==> src/rtl/ram_sp_req_ctrl.sv <==
`default_nettype none
// ============================================================================
// Module      : ram_sp_req_ctrl
// Description : Request-side controller for a single-port write-first block
//               RAM. It accepts valid/ready read/write requests and drives the
//               RAM port in the same cycle. It tracks the fixed RAM read latency
//               with a tag pipeline and returns read data in request order
//               through a credit-protected first-word-fall-through FIFO.
// Revision    : 1.0 - initial release
// ============================================================================
module ram_sp_req_ctrl #(
  parameter int WORD_BIT_WIDTH = 32,
  parameter int DEPTH          = 8,
  parameter int READ_LATENCY   = 1,
  localparam int AW            = $clog2(DEPTH),
  localparam int BE_W          = WORD_BIT_WIDTH / 8
) (
  input  logic                      i_clk,
  input  logic                      i_sync_rst,
  input  logic                      i_req_valid,
  output logic                      o_req_ready,
  input  logic                      i_req_we,
  input  logic [AW-1:0]             i_req_addr,
  input  logic [WORD_BIT_WIDTH-1:0] i_req_data,
  input  logic [BE_W-1:0]           i_req_byte_en,
  output logic                      o_ram_we,
  output logic [AW-1:0]             o_ram_word_addr,
  output logic [WORD_BIT_WIDTH-1:0] o_ram_data,
  output logic [BE_W-1:0]           o_ram_wr_byte_en,
  input  logic [WORD_BIT_WIDTH-1:0] i_ram_data,
  output logic                      o_rsp_valid,
  input  logic                      i_rsp_ready,
  output logic [WORD_BIT_WIDTH-1:0] o_rsp_data
);

  // The FIFO must hold every read in flight: latency stages, capture, and one
  // cycle for the response fire to return its credit.
  localparam int RSP_DEPTH = READ_LATENCY + 2;
  localparam int CNT_W     = $clog2(RSP_DEPTH + 1);
  localparam int PTR_W     = $clog2(RSP_DEPTH);

  localparam logic [CNT_W-1:0] C_RSP_DEPTH = CNT_W'(RSP_DEPTH);
  localparam logic [PTR_W-1:0] C_PTR_LAST  = PTR_W'(RSP_DEPTH - 1);

  generate
    if (READ_LATENCY != 1 && READ_LATENCY != 2) begin : g_bad_latency
      $error("ram_sp_req_ctrl: READ_LATENCY must be 1 or 2");
    end
  endgenerate

  logic                      w_req_fire;
  logic                      w_rd_fire;
  logic                      w_rsp_fire;
  logic                      w_push;
  logic [CNT_W-1:0]          r_outstanding;
  logic [READ_LATENCY-1:0]   r_tag;
  logic [WORD_BIT_WIDTH-1:0] r_fifo [RSP_DEPTH];
  logic [PTR_W-1:0]          r_wr_ptr;
  logic [PTR_W-1:0]          r_rd_ptr;
  logic [CNT_W-1:0]          r_count;

  // Pointer advance with explicit wrap, since the depth need not be a power of 2.
  function automatic logic [PTR_W-1:0] f_ptr_next(input logic [PTR_W-1:0] p);
    return (p == C_PTR_LAST) ? '0 : p + PTR_W'(1);
  endfunction

  // Handshakes, credit check and RAM port pass-through.
  always_comb begin
    o_req_ready      = !i_sync_rst && (i_req_we || (r_outstanding < C_RSP_DEPTH));
    w_req_fire       = i_req_valid && o_req_ready;
    w_rd_fire        = w_req_fire && !i_req_we;
    o_ram_we         = w_req_fire && i_req_we;
    o_ram_word_addr  = i_req_addr;
    o_ram_data       = i_req_data;
    o_ram_wr_byte_en = o_ram_we ? i_req_byte_en : '0;
    o_rsp_valid      = (r_count != '0);
    o_rsp_data       = r_fifo[r_rd_ptr];
    w_rsp_fire       = o_rsp_valid && i_rsp_ready;
    w_push           = r_tag[READ_LATENCY-1];
  end

  // Reads accepted but not yet returned; no same-cycle credit return.
  always_ff @(posedge i_clk) begin
    if (i_sync_rst) begin
      r_outstanding <= '0;
    end else begin
      case ({w_rd_fire, w_rsp_fire})
        2'b10:   r_outstanding <= r_outstanding + CNT_W'(1);
        2'b01:   r_outstanding <= r_outstanding - CNT_W'(1);
        default: r_outstanding <= r_outstanding;
      endcase
    end
  end

  // Tag pipeline marks which RAM output cycles carry requested read data.
  always_ff @(posedge i_clk) begin
    if (i_sync_rst) begin
      r_tag <= '0;
    end else begin
      r_tag[0] <= w_rd_fire;
      for (int i = 1; i < READ_LATENCY; i++) begin
        r_tag[i] <= r_tag[i-1];
      end
    end
  end

  // Response FIFO storage; contents need no reset since the count gates them.
  always_ff @(posedge i_clk) begin
    if (w_push) begin
      r_fifo[r_wr_ptr] <= i_ram_data;
    end
  end

  // Response FIFO pointers and occupancy.
  always_ff @(posedge i_clk) begin
    if (i_sync_rst) begin
      r_wr_ptr <= '0;
      r_rd_ptr <= '0;
      r_count  <= '0;
    end else begin
      if (w_push) begin
        r_wr_ptr <= f_ptr_next(r_wr_ptr);
      end
      if (w_rsp_fire) begin
        r_rd_ptr <= f_ptr_next(r_rd_ptr);
      end
      case ({w_push, w_rsp_fire})
        2'b10:   r_count <= r_count + CNT_W'(1);
        2'b01:   r_count <= r_count - CNT_W'(1);
        default: r_count <= r_count;
      endcase
    end
  end

  // The credit scheme guarantees a push never lands on a full FIFO.
  always_ff @(posedge i_clk) begin
    if (!i_sync_rst && w_push && !w_rsp_fire) begin
      a_no_overflow: assert (r_count < C_RSP_DEPTH);
    end
  end

endmodule
`default_nettype wire

==> config.mk <==
export PLATFORM = sky130hd
export DESIGN_NAME = ram_sp_req_ctrl
export DESIGN_NICKNAME = d
export VERILOG_FILES = /design/src/rtl/ram_sp_req_ctrl.sv
export SDC_FILE = /design/constraint.sdc
export NUM_CORES = 1
export LEC_CHECK = 0
export CELL_PAD_IN_SITES_DETAIL_PLACEMENT = 0
export CELL_PAD_IN_SITES_GLOBAL_PLACEMENT = 1
export CORE_UTILIZATION = 36
export CTS_BUF_LIST = sky130_fd_sc_hd__clkbuf_16
export CTS_CLUSTER_SIZE = 14
export DETAILED_ROUTE_END_ITERATION = 6
export HOLD_SLACK_MARGIN = 0.12
export MAX_ROUTING_LAYER = met4
export PLACE_DENSITY_LB_ADDON = 0.12
export SLEW_MARGIN = 25
export SYNTH_ARGS = -nofsm -noshare
export SYNTH_HDL_FRONTEND = slang
export SYNTH_SLANG_ARGS = --single-unit
==> constraint.sdc <==
create_clock -name i_clk -period 4.16 [get_ports i_clk]
set_input_delay 0.416 -clock i_clk [delete_from_list [all_inputs] [get_ports i_clk]]
set_output_delay 0.416 -clock i_clk [all_outputs]
set_load 0.01 [all_outputs]
==> summary.txt <==
Die H = 111 um
Seq pwr share = 0.543
DR vias/cell = 4.60
Unrepaired setup endpoints after global routing = no
Synth async-reset ratio = 0
Hold_ws = 0.496 ns
Layout cell share with drive strength beyond 1 = 0.0751
Die W = 111 um
XOR/XNOR share of the synthesized area = 0.00817
Largest net degree at the start of global routing = 65
Critical Path RT = 3.74 ns
Detailed Place HPWL = 4670 um
Slew Limit Fails = 0
CP Data Arrival Time = 2.06 ns
CP Max Fanout = 11
Power Dens Cells = 427 nW/um^2
IO Count = 150
CTS tree = built
# DRC = 34
Predominant post-synthesis flop cell = edfxtp_1
Slew @ Worst Pin = 0.711 ns
Most used cell along the critical path = clkdlybuf4s50_1
CP startpoint kind = input port
Drt pass-1 iters = 6
Initial antenna violation count = 0
Critical path's top delay family = buffers and inverters
Seq/Total Area, Yosys = 0.723
Number of flops mapped to enable cells by yosys = 96
Count leader, synth = edfxtp_1
Minimum clock period = 2.48 ns
Complex-gate fraction of the synthesized area = 0.0467
Switching share of total power = 0.224
Clock Skews = 0.00900 ns
CP max-delay cell = clkdlybuf4s50_1
Post-Synth Adder-Cell Area = 0.00583
Syn Nets = 372
Antenna fix cells = 0
Worst VDD drop = 0.286 mV
CTS buffer count = 9
Cell chosen for the clock root = clkbuf_16
Layout area overhead = 24.3%
Number of global-route vias before repair = 2316
Fin crit share = 0.595
Synthesized netlist cell count = 294
Buffers on Ports = 79
Routed len/inst = 15.2 um
Dpl cells = 473
Syn avg cell area = 14.6 um^2
TritonCTS Sinks = 107
Total grt overflow = 0
Sw Pwr = 0.000510 W
Buf/Inv on CP = 2
Routed WL = 7410 um
# hold bufs at CTS = 0
Ys Warns = 0
LEAKAGE = 1.70 nW
Crit-path cells = clkdlybuf4s50_1 > and3b_1 > and2_1 > clkdlybuf4s50_1
Pint = 0.00176 W
First-pass GRT wire length = 11800 um
HP Class = reg -> reg
Crit Path Category = in -> out
Most used standard cells in the synthesized netlist = edfxtp_1, buf_4, nand2_1, mux2i_1, o21ai_1
Post-synthesis mux area share = 0.0796
Largest cells by area after synthesis = edfxtp_1, mux2i_1, buf_4
Seq cells post-synth = 107
Failing checks = DRC
MaxCap Viol Count = 0
Cts repair resizes = 0
Yosys top cell area share = 0.672
Synth Area in Simple Gates = 0.0586
Remaining antenna violation count = 0
Gate power share = 0.115
Initial Util = 0.372
Post-Syn Area = 4290 um^2
Post-CTS setup buffers = 0
GPL Wtd Cong = 0.642
Tot GR Track Use = 0.131
Fin Setup TNS = 0 ns
DP Worst Slack = 1.65 ns
CTS max path bufs = 2
Crit end category = primary output
Rel. slew slack = 0.524
Max stage delay on crit path = 0.60 ns
Largest family of logic cells by synthesized area = multiplexers
PnR worst setup slack = 1.68 ns
Synth cell types = 25
Std-Cell Rows = 39
Clock Latency Late Sink = 0.34 ns
Clock share of power = 0.342
Final cell count without fillers = 489
Total Power = 0.00227 W
Via count = 2251
Core area = 11500 um^2
Initial DRC count = 106
Worst-path clk slew = 0.07 ns
NumNets Final = 419
Die area = 12400 um^2
Area leader, netlist = edfxtp_1
Htree depth = 3
Max Freq = 404 MHz
Final Hold Fails = 0
Outcome = finished with violations
# setup viols final = 0
## power by group through the flow
stage | combinational (W) | sequential (W) | clock, W
floorplan | 0.000181 | 0.00123 | 0
global placement | 0.000265 | 0.00126 | 0
detailed placement | 0.000265 | 0.00126 | 0
CTS | 0.000267 | 0.00124 | 0.000801
global route | 0.000283 | 0.00124 | 0.000850
finish | 0.000262 | 0.00124 | 0.000778
## layout make-up
type	instances	area, um^2
clock buffers	9	225
clock inverters	7	51.3
fillers	1042	6180
inverters	3	11.3
multi-input cells	137	873
flip-flops and latches	107	3110
well taps	143	179
repair buffers	83	881
## kinds of logic after synthesis
group / after synthesis
buf+inv: 50
xor+xnor: 4
flops: 107
fa+ha+maj: 2
compound gates: 39
mux: 34
simple gates: 58
## layout by cell type, fill, tap and decap left out, types with 3 or more instances in the layout
cell type,n
a21oi_1,3
clkdlybuf4s50_1,79
dfxtp_1,9
nor2_1,7
or3_1,3
nand2_1,36
edfxtp_1,96
clkbuf_16,9
o21ai_1,33
mux2i_1,33
buf_16,3
and2_1,4
## flip-flops by register name (all words and copies together), names as in the netlist, named ones only
register	cells
r_fifo	96
r_count	2
r_outstanding	2
r_rd_ptr	2
r_wr_ptr	2
r_tag	1
## worst paths after layout
path / from / end / slack (ns) / depth (start not counted)
worst max-delay path: i_sync_rst / o_ram_wr_byte_en[0] / 1.68 / 4
worst min-delay path: r_rd_ptr[0] / r_rd_ptr[0] / 0.50 / 2
worst max register to register: r_tag / r_fifo[0][30] / 2.26 / 3
worst min register to register: r_rd_ptr[0] / r_rd_ptr[0] / 0.50 / 2
## through the flow
| stage | area (um^2) | util |
|---|---|---|
| 6_report | 5330 | 0.463 |
| 4_1_cts | 5330 | 0.463 |
| 2_1_floorplan | 4290 | - |
| 3_5_place_dp | 5050 | 0.439 |
| 3_3_place_gp | 4970 | 0.431 |
| 5_1_grt | 5330 | 0.463 |
## metal layers
metal / vias to the layer above / GRT usage / share of wire
met4: 0 / 0.0523 / 0.012
met3: 7 / 0.0399 / 0.061
met1: 1052 / 0.150 / 0.43
li1: 1119 / - / -
met2: 73 / 0.214 / 0.50
met5: - / - / 0
## tightest hold or removal path, stage by stage, from the launching register on
cell and delay [ns]:
dfxtp_1 0.32, nand2_1 0.06, a21oi_1 0.07
Power figures use the tool's default switching activity.
